--- src/rtl/i2c_pkg.sv ---
// Shared types and field widths for the I2C engine arbiter.
package i2c_pkg;

  localparam int unsigned ADDR7_W = 7;
  localparam int unsigned REG_W   = 16;
  localparam int unsigned NB_W    = 17;
  localparam int unsigned DATA_W  = 8;
  localparam int unsigned RDATA_W = 16;
  localparam int unsigned WDOG_W  = 22;

  typedef enum logic [2:0] {
    StIdle,
    StArb,
    StLaunch,
    StWait,
    StRecover,
    StRelease
  } state_e;

endpackage

--- src/rtl/i2c_arbiter_if.sv ---
// Requester and engine signals of the arbiter, grouped in one bundle.
interface i2c_arbiter_if #(
  parameter int unsigned N_REQ = 4
) ();
  import i2c_pkg::*;

  // Requester side
  logic [N_REQ-1:0]         req;
  logic [N_REQ-1:0]         req_is_read;
  logic [ADDR7_W*N_REQ-1:0] req_slave_addr;
  logic [REG_W*N_REQ-1:0]   req_reg_addr;
  logic [NB_W*N_REQ-1:0]    req_nb_bytes;
  logic [DATA_W*N_REQ-1:0]  req_wdata;
  logic [N_REQ-1:0]         grant;
  logic [N_REQ-1:0]         wdata_req;
  logic [N_REQ-1:0]         done;
  logic [N_REQ-1:0]         err;
  logic [RDATA_W-1:0]       rdata;

  // Engine side
  logic                     eng_start;
  logic                     eng_reset;
  logic [ADDR7_W-1:0]       eng_slave_addr;
  logic [REG_W-1:0]         eng_reg_addr;
  logic                     eng_is_read;
  logic [NB_W-1:0]          eng_nb_bytes;
  logic [DATA_W-1:0]        eng_data_in;
  logic                     eng_data_req;
  logic                     eng_ready;
  logic                     eng_error;
  logic [RDATA_W-1:0]       eng_data_out;

  // Arbiter view
  modport slave (
    input  req, req_is_read, req_slave_addr, req_reg_addr, req_nb_bytes, req_wdata,
    input  eng_data_req, eng_ready, eng_error, eng_data_out,
    output grant, wdata_req, done, err, rdata,
    output eng_start, eng_reset, eng_slave_addr, eng_reg_addr, eng_is_read, eng_nb_bytes,
    output eng_data_in
  );

  // Requesters plus engine view
  modport master (
    output req, req_is_read, req_slave_addr, req_reg_addr, req_nb_bytes, req_wdata,
    output eng_data_req, eng_ready, eng_error, eng_data_out,
    input  grant, wdata_req, done, err, rdata,
    input  eng_start, eng_reset, eng_slave_addr, eng_reg_addr, eng_is_read, eng_nb_bytes,
    input  eng_data_in
  );

endinterface

--- src/rtl/rr_picker.sv ---
// Combinational round-robin pick: first set request at or after the pointer, wrapping.
module rr_picker #(
  parameter int unsigned N_REQ = 4,
  parameter int unsigned IdxW  = 2
) (
  input  logic [N_REQ-1:0] req_i,
  input  logic [IdxW-1:0]  ptr_i,
  output logic             valid_o,
  output logic [N_REQ-1:0] onehot_o,
  output logic [IdxW-1:0]  idx_o
);

  logic [IdxW-1:0] j;

  // Scan N_REQ positions starting at the pointer; the first hit wins.
  always_comb begin
    valid_o  = 1'b0;
    onehot_o = '0;
    idx_o    = '0;
    j        = '0;
    for (int unsigned i = 0; i < N_REQ; i++) begin
      j = IdxW'((32'(ptr_i) + i) % N_REQ);
      if (!valid_o && req_i[j]) begin
        valid_o     = 1'b1;
        onehot_o[j] = 1'b1;
        idx_o       = j;
      end
    end
  end

endmodule

--- src/rtl/i2c_arbiter.sv ---
// Round-robin owner of a shared I2C master engine, with watchdog recovery.
module i2c_arbiter
  import i2c_pkg::*;
#(
  parameter int unsigned N_REQ          = 4,
  parameter int unsigned TIMEOUT_CYCLES = 2000000,
  parameter int unsigned RECOVER_CYCLES = 4
) (
  input logic          clock,
  input logic          reset,
  i2c_arbiter_if.slave bus
);

  localparam int unsigned IdxW = (N_REQ > 1) ? $clog2(N_REQ) : 1;
  localparam int unsigned RecW = $clog2(RECOVER_CYCLES + 1);

  state_e               state_q, state_d;
  logic [IdxW-1:0]      ptr_q, ptr_d, gidx_q, gidx_d;
  logic [N_REQ-1:0]     grant_q, grant_d, wdata_req_q, wdata_req_d;
  logic [N_REQ-1:0]     done_q, done_d, err_q, err_d;
  logic [RDATA_W-1:0]   rdata_q, rdata_d;
  logic                 eng_start_q, eng_start_d, is_read_q, is_read_d;
  logic [ADDR7_W-1:0]   slave_addr_q, slave_addr_d;
  logic [REG_W-1:0]     reg_addr_q, reg_addr_d;
  logic [NB_W-1:0]      nb_bytes_q, nb_bytes_d;
  logic [WDOG_W-1:0]    wdog_q, wdog_d;
  logic [RecW-1:0]      rec_cnt_q, rec_cnt_d;

  logic                 pick_valid;
  logic [N_REQ-1:0]     pick_onehot;
  logic [IdxW-1:0]      pick_idx;

  logic [ADDR7_W-1:0]   sa_arr [N_REQ];
  logic [REG_W-1:0]     ra_arr [N_REQ];
  logic [NB_W-1:0]      nb_arr [N_REQ];
  logic [DATA_W-1:0]    wd_arr [N_REQ];

  for (genvar g = 0; g < N_REQ; g++) begin : g_unpack
    assign sa_arr[g] = bus.req_slave_addr[g*ADDR7_W +: ADDR7_W];
    assign ra_arr[g] = bus.req_reg_addr[g*REG_W +: REG_W];
    assign nb_arr[g] = bus.req_nb_bytes[g*NB_W +: NB_W];
    assign wd_arr[g] = bus.req_wdata[g*DATA_W +: DATA_W];
  end

  rr_picker #(
    .N_REQ (N_REQ),
    .IdxW  (IdxW)
  ) u_picker (
    .req_i    (bus.req),
    .ptr_i    (ptr_q),
    .valid_o  (pick_valid),
    .onehot_o (pick_onehot),
    .idx_o    (pick_idx)
  );

  // Next-state and registered outputs of the arbitration FSM.
  always_comb begin
    state_d      = state_q;
    ptr_d        = ptr_q;
    gidx_d       = gidx_q;
    grant_d      = grant_q;
    wdata_req_d  = '0;
    done_d       = '0;
    err_d        = '0;
    rdata_d      = rdata_q;
    eng_start_d  = 1'b0;
    is_read_d    = is_read_q;
    slave_addr_d = slave_addr_q;
    reg_addr_d   = reg_addr_q;
    nb_bytes_d   = nb_bytes_q;
    wdog_d       = wdog_q;
    rec_cnt_d    = rec_cnt_q;
    unique case (state_q)
      StIdle: begin
        if (|bus.req) state_d = StArb;
      end
      StArb: begin
        if (pick_valid) begin
          grant_d = pick_onehot;
          gidx_d  = pick_idx;
          ptr_d   = (pick_idx == IdxW'(N_REQ - 1)) ? '0 : pick_idx + 1'b1;
          // Command and start/err are registered on entry so they are valid
          // throughout the LAUNCH cycle.
          slave_addr_d = sa_arr[pick_idx];
          reg_addr_d   = ra_arr[pick_idx];
          nb_bytes_d   = nb_arr[pick_idx];
          is_read_d    = bus.req_is_read[pick_idx];
          if (nb_arr[pick_idx] == '0) err_d = pick_onehot;
          else eng_start_d = 1'b1;
          state_d = StLaunch;
        end else begin
          state_d = StIdle;
        end
      end
      StLaunch: begin
        wdog_d  = '0;
        state_d = (nb_bytes_q == '0) ? StRelease : StWait;
      end
      StWait: begin
        wdata_req_d = bus.eng_data_req ? grant_q : '0;
        if (wdog_q != '1) wdog_d = wdog_q + 1'b1;
        if (bus.eng_error) begin
          err_d     = grant_q;
          rec_cnt_d = '0;
          state_d   = StRecover;
        end else if (bus.eng_ready) begin
          done_d = grant_q;
          if (is_read_q) rdata_d = bus.eng_data_out;
          state_d = StRelease;
        end else if (wdog_q == WDOG_W'(TIMEOUT_CYCLES - 1)) begin
          err_d     = grant_q;
          rec_cnt_d = '0;
          state_d   = StRecover;
        end
      end
      StRecover: begin
        if (rec_cnt_q == RecW'(RECOVER_CYCLES - 1)) state_d = StRelease;
        else rec_cnt_d = rec_cnt_q + 1'b1;
      end
      StRelease: begin
        grant_d = '0;
        state_d = StIdle;
      end
      default: state_d = StIdle;
    endcase
  end

  // State register with synchronous reset.
  always_ff @(posedge clock) begin
    if (reset) begin
      state_q      <= StIdle;
      ptr_q        <= '0;
      gidx_q       <= '0;
      grant_q      <= '0;
      wdata_req_q  <= '0;
      done_q       <= '0;
      err_q        <= '0;
      rdata_q      <= '0;
      eng_start_q  <= 1'b0;
      is_read_q    <= 1'b0;
      slave_addr_q <= '0;
      reg_addr_q   <= '0;
      nb_bytes_q   <= '0;
      wdog_q       <= '0;
      rec_cnt_q    <= '0;
    end else begin
      state_q      <= state_d;
      ptr_q        <= ptr_d;
      gidx_q       <= gidx_d;
      grant_q      <= grant_d;
      wdata_req_q  <= wdata_req_d;
      done_q       <= done_d;
      err_q        <= err_d;
      rdata_q      <= rdata_d;
      eng_start_q  <= eng_start_d;
      is_read_q    <= is_read_d;
      slave_addr_q <= slave_addr_d;
      reg_addr_q   <= reg_addr_d;
      nb_bytes_q   <= nb_bytes_d;
      wdog_q       <= wdog_d;
      rec_cnt_q    <= rec_cnt_d;
    end
  end

  assign bus.grant          = grant_q;
  assign bus.wdata_req      = wdata_req_q;
  assign bus.done           = done_q;
  assign bus.err            = err_q;
  assign bus.rdata          = rdata_q;
  assign bus.eng_start      = eng_start_q;
  assign bus.eng_reset      = reset | (state_q == StRecover);
  assign bus.eng_slave_addr = slave_addr_q;
  assign bus.eng_reg_addr   = reg_addr_q;
  assign bus.eng_is_read    = is_read_q;
  assign bus.eng_nb_bytes   = nb_bytes_q;
  assign bus.eng_data_in    = (|grant_q) ? wd_arr[gidx_q] : '0;

endmodule

--- src/flat_wrapper.sv ---
// flat-port wrapper written by rule: the top's interface ports become plain ports
module i2c_arbiter_flat import i2c_pkg::*;
#(
  parameter int unsigned N_REQ          = 4,
  parameter int unsigned TIMEOUT_CYCLES = 2000000,
  parameter int unsigned RECOVER_CYCLES = 4
)
  (clock, reset, bus_req, bus_req_is_read, bus_req_slave_addr, bus_req_reg_addr, bus_req_nb_bytes, bus_req_wdata, bus_eng_data_req, bus_eng_ready, bus_eng_error, bus_eng_data_out, bus_grant, bus_wdata_req, bus_done, bus_err, bus_rdata, bus_eng_start, bus_eng_reset, bus_eng_slave_addr, bus_eng_reg_addr, bus_eng_is_read, bus_eng_nb_bytes, bus_eng_data_in);
  i2c_arbiter_if #(.N_REQ(N_REQ)) bus_i ();
  input logic clock;
  input logic reset;
  input wire logic [$bits(bus_i.req)-1:0] bus_req;
  input wire logic [$bits(bus_i.req_is_read)-1:0] bus_req_is_read;
  input wire logic [$bits(bus_i.req_slave_addr)-1:0] bus_req_slave_addr;
  input wire logic [$bits(bus_i.req_reg_addr)-1:0] bus_req_reg_addr;
  input wire logic [$bits(bus_i.req_nb_bytes)-1:0] bus_req_nb_bytes;
  input wire logic [$bits(bus_i.req_wdata)-1:0] bus_req_wdata;
  input wire logic [$bits(bus_i.eng_data_req)-1:0] bus_eng_data_req;
  input wire logic [$bits(bus_i.eng_ready)-1:0] bus_eng_ready;
  input wire logic [$bits(bus_i.eng_error)-1:0] bus_eng_error;
  input wire logic [$bits(bus_i.eng_data_out)-1:0] bus_eng_data_out;
  output wire logic [$bits(bus_i.grant)-1:0] bus_grant;
  output wire logic [$bits(bus_i.wdata_req)-1:0] bus_wdata_req;
  output wire logic [$bits(bus_i.done)-1:0] bus_done;
  output wire logic [$bits(bus_i.err)-1:0] bus_err;
  output wire logic [$bits(bus_i.rdata)-1:0] bus_rdata;
  output wire logic [$bits(bus_i.eng_start)-1:0] bus_eng_start;
  output wire logic [$bits(bus_i.eng_reset)-1:0] bus_eng_reset;
  output wire logic [$bits(bus_i.eng_slave_addr)-1:0] bus_eng_slave_addr;
  output wire logic [$bits(bus_i.eng_reg_addr)-1:0] bus_eng_reg_addr;
  output wire logic [$bits(bus_i.eng_is_read)-1:0] bus_eng_is_read;
  output wire logic [$bits(bus_i.eng_nb_bytes)-1:0] bus_eng_nb_bytes;
  output wire logic [$bits(bus_i.eng_data_in)-1:0] bus_eng_data_in;
  assign bus_i.req = bus_req;
  assign bus_i.req_is_read = bus_req_is_read;
  assign bus_i.req_slave_addr = bus_req_slave_addr;
  assign bus_i.req_reg_addr = bus_req_reg_addr;
  assign bus_i.req_nb_bytes = bus_req_nb_bytes;
  assign bus_i.req_wdata = bus_req_wdata;
  assign bus_i.eng_data_req = bus_eng_data_req;
  assign bus_i.eng_ready = bus_eng_ready;
  assign bus_i.eng_error = bus_eng_error;
  assign bus_i.eng_data_out = bus_eng_data_out;
  assign bus_grant = bus_i.grant;
  assign bus_wdata_req = bus_i.wdata_req;
  assign bus_done = bus_i.done;
  assign bus_err = bus_i.err;
  assign bus_rdata = bus_i.rdata;
  assign bus_eng_start = bus_i.eng_start;
  assign bus_eng_reset = bus_i.eng_reset;
  assign bus_eng_slave_addr = bus_i.eng_slave_addr;
  assign bus_eng_reg_addr = bus_i.eng_reg_addr;
  assign bus_eng_is_read = bus_i.eng_is_read;
  assign bus_eng_nb_bytes = bus_i.eng_nb_bytes;
  assign bus_eng_data_in = bus_i.eng_data_in;
  i2c_arbiter #(.N_REQ(N_REQ), .TIMEOUT_CYCLES(TIMEOUT_CYCLES), .RECOVER_CYCLES(RECOVER_CYCLES)) u_core (.clock(clock), .reset(reset), .bus(bus_i));
endmodule
--- config.mk ---
export PLATFORM = sky130hd
export DESIGN_NAME = i2c_arbiter_flat
export DESIGN_NICKNAME = d
export VERILOG_FILES = /design/src/rtl/i2c_pkg.sv /design/src/rtl/i2c_arbiter_if.sv /design/src/rtl/rr_picker.sv /design/src/rtl/i2c_arbiter.sv /design/src/flat_wrapper.sv
export SDC_FILE = /design/constraint.sdc
export NUM_CORES = 1
export LEC_CHECK = 0
export CORE_MARGIN = 10
export CORE_UTILIZATION = 40
export DETAILED_ROUTE_END_ITERATION = 16
export GPL_ROUTABILITY_DRIVEN = 0
export MAX_ROUTING_LAYER = met4
export PLACE_DENSITY = 0.81
export SYNTH_ARGS = -nofsm -noshare
export SYNTH_HDL_FRONTEND = slang
export SYNTH_HIERARCHICAL = 1
export SYNTH_SLANG_ARGS = --single-unit
--- constraint.sdc ---
create_clock -name clock -period 4.15 [get_ports clock]
set_input_delay 1.0375 -clock clock [delete_from_list [all_inputs] [get_ports clock]]
set_output_delay 1.0375 -clock clock [all_outputs]
set_load 0.03 [all_outputs]
## Word level (Yosys, flattened, before mapping)

Cells that the tools add are included.
W data, S select, Z words.

| operators by class | value |
|---|---|
| $add $sub $neg | 6 |
| multipliers | 0 |
| divide/modulo/power cells | 0 |
| magnitude comparators | 11 |
| eq/ne operators | 17 |
| shift-type cells | 0 |
| mux-type cells | 68 |
| bitwise operators | 12 |
| reductions and logical operators | 27 |

Operators by type and width:

| cell | count |
|---|---|
| $pmux W22 S2 | 1 |
| $mux W4 | 10 |
| $bmux W17 S2 | 1 |
| $logic_not A17 Y1 | 2 |
| $mux W17 | 2 |
| $bmux W16 S2 | 1 |
| $mux W16 | 2 |
| $mux W3 | 10 |
| $mux W8 | 3 |
| $add A22 B1 Y22 const B | 1 |
| $eq A22 B21 Y1 const B | 1 |
| $mux W22 | 1 |
| $ne A22 B22 Y1 const B | 1 |
| $bmux W8 S2 | 1 |
| $pmux W4 S2 | 2 |
| $lt A2 B3 Y1 const B | 5 |
| $pmux W3 S5 | 1 |
| $bmux W7 S2 | 1 |
| $mux W1 | 14 |
| $mux W7 | 2 |
| $mux W2 | 6 |
| $or A4 B4 Y4 | 3 |
| $reduce_or A4 Y1 | 3 |
| $bmux W1 S2 | 5 |
| 27 further kinds | 62 |

| storage, ports and cells | value |
|---|---|
| register bits after elaboration | 106 |
| latch bits | 0 |
| RAM bits | 0 |
| bits in read-only memories | 0 |
| input bits | 221 |
| memories | 0 |

## Logic depth before layout (Yosys ltp)

Gate-level depths: netlist (run 1).

| depth | value |
|---|---|
| depth in word-level cells | 20 |
| depth in mapped cells | 15 |
| mapped depth without buffers | 11 |

## Cells and area by module

Netlist (run 1), hierarchy kept.

By module, submodules not included:

| module | times used | cells each | area an instance (sq um) |
|---|---|---|---|
| i2c_arbiter | 1 | 583 | 5467.7 |
| rr_picker | 1 | 45 | 421.7 |

## Worst setup path after synthesis (run 1)

No wires, ideal clock.

| timing | value |
|---|---|
| kind | in2reg |
| start point | input bus_req[2] |
| end point | register u_core.err_q[1] (netlist: u_core/bus.err[1]) |
| setup time | 61 ps |
| arrival | 3821 ps |
| slack | 268 ps |
| stages | 12 |
| path buffers | 3 |
| cell sequence | mux4_2 -> buf_6 -> nand2b_1 -> o221ai_1 -> a32o_1 -> clkbuf_1 -> clkbuf_1 -> mux4_1 -> nor4_1 -> nand3_1 -> nor4_4 -> a32o_1 |

| between the ends | value |
|---|---|
| longest elaborated chain between the ends | 20 |
| elaborated cells between the ends (all ways) | 37 |
| classes of those cells | mux (26); bitwise (4); reduce/logical (7) |

Ends and longest elaborated chain:

| element | RTL line | text |
|---|---|---|
| from (decl) | flat_wrapper.sv:12 | `input wire logic [$bits(bus_i.req)-1:0] bus_req;` |
| $bmux W1 S2 | rr_picker.sv:23 | `if (!valid_o && req_i[j]) begin` |
| $mux W1 (not written as such) | rr_picker.sv:23 |  |
| $mux W1 | rr_picker.sv:23 |  |
| $logic_not A1 Y1 | rr_picker.sv:23 |  |
| $logic_and A1 B1 Y1 | rr_picker.sv:23 |  |
| $mux W1 | rr_picker.sv:23 |  |
| $logic_not A1 Y1 | rr_picker.sv:23 |  |
| $logic_and A1 B1 Y1 | rr_picker.sv:23 |  |
| [... 4 more ...] | - |  |
| via u_core.pick_idx[1] | i2c_arbiter.sv:31 | `logic [IdxW-1:0] pick_idx;` |
| $not A2 Y3 (not written as such) (*) | i2c_arbiter.sv:88 | `if (nb_arr[pick_idx] == '0) err_d = pick_onehot;` |
| $bmux W17 S2 (*) | i2c_arbiter.sv:88 |  |
| $mux W17 (not written as such) (*) (2 in series) | i2c_arbiter.sv:88 |  |
| $logic_not A17 Y1 (*) | i2c_arbiter.sv:88 |  |
| $mux W4 (*) | i2c_arbiter.sv:88 |  |
| $mux W4 (*) | i2c_arbiter.sv:78 | `if (pick_valid) begin` |
| $pmux W4 S2 (*) | i2c_arbiter.sv:73 | `unique case (state_q)` |
| to (signal assigned) | i2c_arbiter.sv:153 | `err_q <= err_d;` |
| to (decl) | i2c_arbiter.sv:20 | `logic [N_REQ-1:0] done_q, done_d, err_q, err_d;` |

Mark *: on every way through the listed nets, which the timed path passes. The rest lies on a longest branch. The select of a mux whose other input is x is not followed.
A chain may end at the register's enable or synchronous reset.

## Worst setup path in the final report (run 1)

| timing | value |
|---|---|
| start point | register u_core.ptr_q[1] |
| end point | register u_core.err_q[2] (netlist: u_core/bus.err[2]) |

| between the ends | value |
|---|---|
| longest elaborated chain between the ends | 20 |
| elaborated cells between the ends (all ways) | 60 |
| classes of those cells | add/sub (3); order compare (8); mux (34); bitwise (4); reduce/logical (11) |

Ends and longest elaborated chain:

| element | RTL line | text |
|---|---|---|
| from (decl) | i2c_arbiter.sv:18 | `logic [IdxW-1:0] ptr_q, ptr_d, gidx_q, gidx_d;` |
| from (signal assigned) | i2c_arbiter.sv:148 | `ptr_q <= ptr_d;` |
| parallel branches: the longest is 11 deep, another holds $add A2 B1 Y2 | - |  |
| $mux W2 (*) | rr_picker.sv:23 |  |
| via u_core.pick_idx[1] | i2c_arbiter.sv:31 |  |
| $not A2 Y3 (not written as such) (*) | i2c_arbiter.sv:88 |  |
| $bmux W17 S2 (*) | i2c_arbiter.sv:88 |  |
| $mux W17 (not written as such) (*) (2 in series) | i2c_arbiter.sv:88 |  |
| $logic_not A17 Y1 (*) | i2c_arbiter.sv:88 |  |
| $mux W4 (*) | i2c_arbiter.sv:88 |  |
| $mux W4 (*) | i2c_arbiter.sv:78 |  |
| $pmux W4 S2 (*) | i2c_arbiter.sv:73 |  |

Mark *: on every way through the listed nets, which the timed path passes. The select of a mux whose other input is x is not followed.

==> results.cfg, run 1 <==
[floorplan]
initial_core_util_pct = 40.7
die_x_um = 141
io_pins = 304
core_mm2 = 0.0145
num_rows = 44
dieHeight_um = 141
die-area_mm2 = 0.0200

[power]
total_power_uw = 5680
p_clk_share_pct = 15.6
p_int_uw = 3390
leakage_uw = 0.00340
p_sw_uw = 2300
p_sw_share_pct = 40.4
pwr-share-comb_pct = 60.6
seqPwrFrac_pct = 23.9
vdd_drop_max_uv = 584
p_per_area_mw_per_mm2 = 591

[yosys]
syn_nets = 858
synth-seq-cells = 106
synth_cell_type_count = 57
synth_edf_count = 0
ys_seq_area_share_pct = 36.0
async_flop_share_pct = 0
synth.avg_cell_area_um2 = 9.38
syn_inst = 628
ys.flop_type = dfxtp_1
syn_area_mm2 = 0.00589
ys_warn_count = 6

[clock_tree]
path_clk_slew_ns = 0.07
clockBufferDepth = 2
cts_buffers = 9
root_buffer = clkbuf_16
cts_hold_buffers = 0
clk_latency_ns = 0.35
htree_levels = 3
cts_tree = built
clock-sinks = 106

[sta]
slew_violations = 0
max_slew.worst_pin.slew_ns = 0.960
setup_viol = 0
timing.hold.ws_ns = 0.455
finalHoldViolations = 0
finClkSkew_ns = 0.00891
maxSlewHeadroom_pct = 36.0
fin_crit_ns = 3.96
fin_ws_ns = 0.185
fin_crit_sh_pct = 95.5
fmax_mhz = 252

[critical_path]
required_ns = 4.45
max_stage_delay_ns = 0.53
critPathKind = flop to flop
endpoint_kind = flop
worstPathBufferInverterCount = 5
crit_family = simple AND/OR/NAND/NOR gates
cp_cell_sequence = inv_1 -> ha_1 -> mux4_2 -> buf_6 -> nor4_4 -> nor2_1 -> a32o_2 -> buf_12 -> buf_4 -> mux4_2 -> nor4_4 -> nand2_2 -> nor4_4 -> buf_4 -> a32o_1
cp_common_cell = nor4_4
r2r_cells = 15
rr_startpoint = u_core/ptr_q[1]$_SDFFE_PP0P_
startpoint_type = flop
timing.rr.end = u_core/bus.err[2]$_SDFF_PP0_
cpMaxStageDelayCell = dfxtp_1
cp.arrival_ns = 4.26
rrSetupSlack_ns = 0.19
cp_max_fo = 17

[layout]
drive_above_1_share_pct = 12.1
final_cell_mix = clkdlybuf4s50_1 (298), nand2_1 (132), dfxtp_1 (106)
fin_nets = 1161
final_area_mm2 = 0.00962
area_delta_synth_final_pct = 63.3
post-route-util_pct = 66.4
final_common_cell = clkdlybuf4s50_1
diodes = 0
n_fill_cell = 1171

[global_route]
grt_pass1_wl_um = 35400
grtUsageTotal_pct = 23.3
gr-total-overflow = 0
grt_max_degree = 79
antenna_found_initial = 0
grt_pass1_vias = 6320

[place]
placedInstanceArea_mm2 = 0.00922
dp_slack_ns = -0.458
port_buffers = 303
place_hpwl_um = 19300

[drt]
wire_per_inst_um = 21.2
finalWirelength_um = 23700
via_per_inst = 5.43
first_pass_iters = 4
drc = 0
ant_nets = 0
vias = 6085
drtIter0Drc = 455

[hold_path]
hold_end = u_core/bus.eng_reg_addr[5]$_SDFFE_PP0P_
min_path_cells = 2
holdCritStartpoint = u_core/bus.eng_reg_addr[5]$_SDFFE_PP0P_
hp-class = flop to flop

[status]
status = completed

[job]
maxCapViolations = 0
flip-flops by register name, summed over array words and instances, names as in the netlist:
name and cells:
u_core/wdog_q 22, u_core/bus.eng_nb_bytes 17, u_core/bus.eng_reg_addr 16, u_core/bus.rdata 16, u_core/bus.eng_slave_addr 7, u_core/bus.done 4, u_core/bus.err 4, u_core/bus.grant 4
u_core/bus.wdata_req 4, u_core/rec_cnt_q 3, u_core/state_q 3, u_core/gidx_q 2, u_core/ptr_q 2, u_core/bus.eng_is_read 1, u_core/bus.eng_start 1
through the flow:
| step | TNS [ns] | std cells |
|---|---|---|
| final | 0 | 1120 |
| after global routing | -0.0313 | 1120 |
| after CTS | 0 | 1120 |
| after detailed placement | -2.62 | 1103 |
| after global placement | -1.87 | 1103 |
| after floorplan | 0 | 628 |
synthesized netlist by cell type, types with 3 or more instances:
cell	n	area share [%]
a21o_1	4	0.51
a21oi_1	74	6.3
a22oi_1	12	1.5
a31oi_1	3	0.32
a32o_1	5	0.85
and3_1	14	1.5
and4_1	4	0.59
buf_2	4	0.34
buf_6	3	0.57
clkbuf_1	36	2.3
dfxtp_1	106	36
ha_1	9	1.9
inv_1	8	0.51
mux4_1	6	2.7
mux4_2	47	18
nand2_1	133	8.5
nand2b_1	7	0.74
nand3_1	10	0.85
nand4_1	9	0.96
nor2_1	31	2.0
nor2b_1	13	1.4
nor3_1	7	0.59
nor4_1	10	1.1
o21ai_0	8	0.68
o21ai_1	6	0.51
o31ai_1	3	0.38
o41ai_1	3	0.45
or3_1	5	0.53
or4_1	3	0.38
xnor2_1	4	0.59
xor2_1	7	1.0
tightest hold or removal path, stage by stage (launching register included):
cell	delay, ns
dfxtp_1	0.31
nand2_1	0.05
a21oi_1	0.05
kinds of logic after synthesis:
group	Yosys count	synth area share, %
buffers and inverters	53	4.12
XOR/XNOR	11	1.64
multiplexers	56	21.2
flip-flops	106	36.0
AO/OA/AOI/OAI	131	13.4
AND/OR/NAND/NOR	262	21.8
adder cells (fa/ha/maj)	9	1.91
final cells by class:
class	count	area, um^2	area share [%]
clock buffers	9	225	2.34
clock inverters	7	85.1	0.885
inverters	8	30.0	0.312
multi-input cells	469	3590	37.3
flip-flops and latches	106	2120	22.1
well taps	184	230	2.39
repair buffers	337	3340	34.7
how the worst max path moves through the flow:
stage	start	endpoint	slack, ns	depth (start not counted)
2_1_floorplan	bus_req[2]	u_core/bus.err[1]$_SDFF_PP0_	0.27	12
3_3_place_gp	bus_req[0]	u_core/bus.err[0]$_SDFF_PP0_	-0.36	12
3_5_place_dp	bus_req[2]	u_core/bus.err[3]$_SDFF_PP0_	-0.46	11
4_1_cts	bus_req[2]	u_core/bus.err[2]$_SDFF_PP0_	0.01	11
5_1_grt	u_core/ptr_q[1]$_SDFFE_PP0P_	u_core/bus.err[3]$_SDFF_PP0_	-0.01	15
6_report	u_core/ptr_q[1]$_SDFFE_PP0P_	u_core/bus.err[2]$_SDFF_PP0_	0.19	15
repair_timing:
item / in CTS / in global routing
resized for setup: 2 / 14
endpoints found under the hold margin: 0 / 0
buffers inserted: 1 / 0
pin swaps: 1 / 7
setup endpoints to repair: 4 / 4
power by group through the flow:
stage | Sequential (uW) | Combinational [uW] | Clock (uW)
CTS | 1360 | 3390 | 905
global placement | 1370 | 3290 | 0
floorplan | 1620 | 1870 | 0
finish | 1360 | 3440 | 885
detailed placement | 1380 | 3340 | 0
global route | 1390 | 3660 | 951
metal layers:
metal  GRT usage (%)  vias up  part of all wire [%]
met5               -        -                     0
met4            7.66        0                   2.2
met3            7.14       31                   8.2
met2            39.2      248                    51
met1            25.9     2874                    38
li1                -     2932                     -
No activity file was read; power rests on OpenSTA's default activity.
==> run 2: changes to the inputs <==
--- a/config.mk
+++ b/config.mk
@@ -7,10 +7,12 @@
 export LEC_CHECK = 0
 export CORE_MARGIN = 10
 export CORE_UTILIZATION = 40
+export CTS_CLUSTER_DIAMETER = 100
 export DETAILED_ROUTE_END_ITERATION = 16
 export GPL_ROUTABILITY_DRIVEN = 0
 export MAX_ROUTING_LAYER = met4
 export PLACE_DENSITY = 0.81
+export SKIP_LAST_GASP = 1
 export SYNTH_ARGS = -nofsm -noshare
 export SYNTH_HDL_FRONTEND = slang
 export SYNTH_HIERARCHICAL = 1
==> results of run 2 <==
No change in the layout: final DEF, timing and power equal those of run 1.
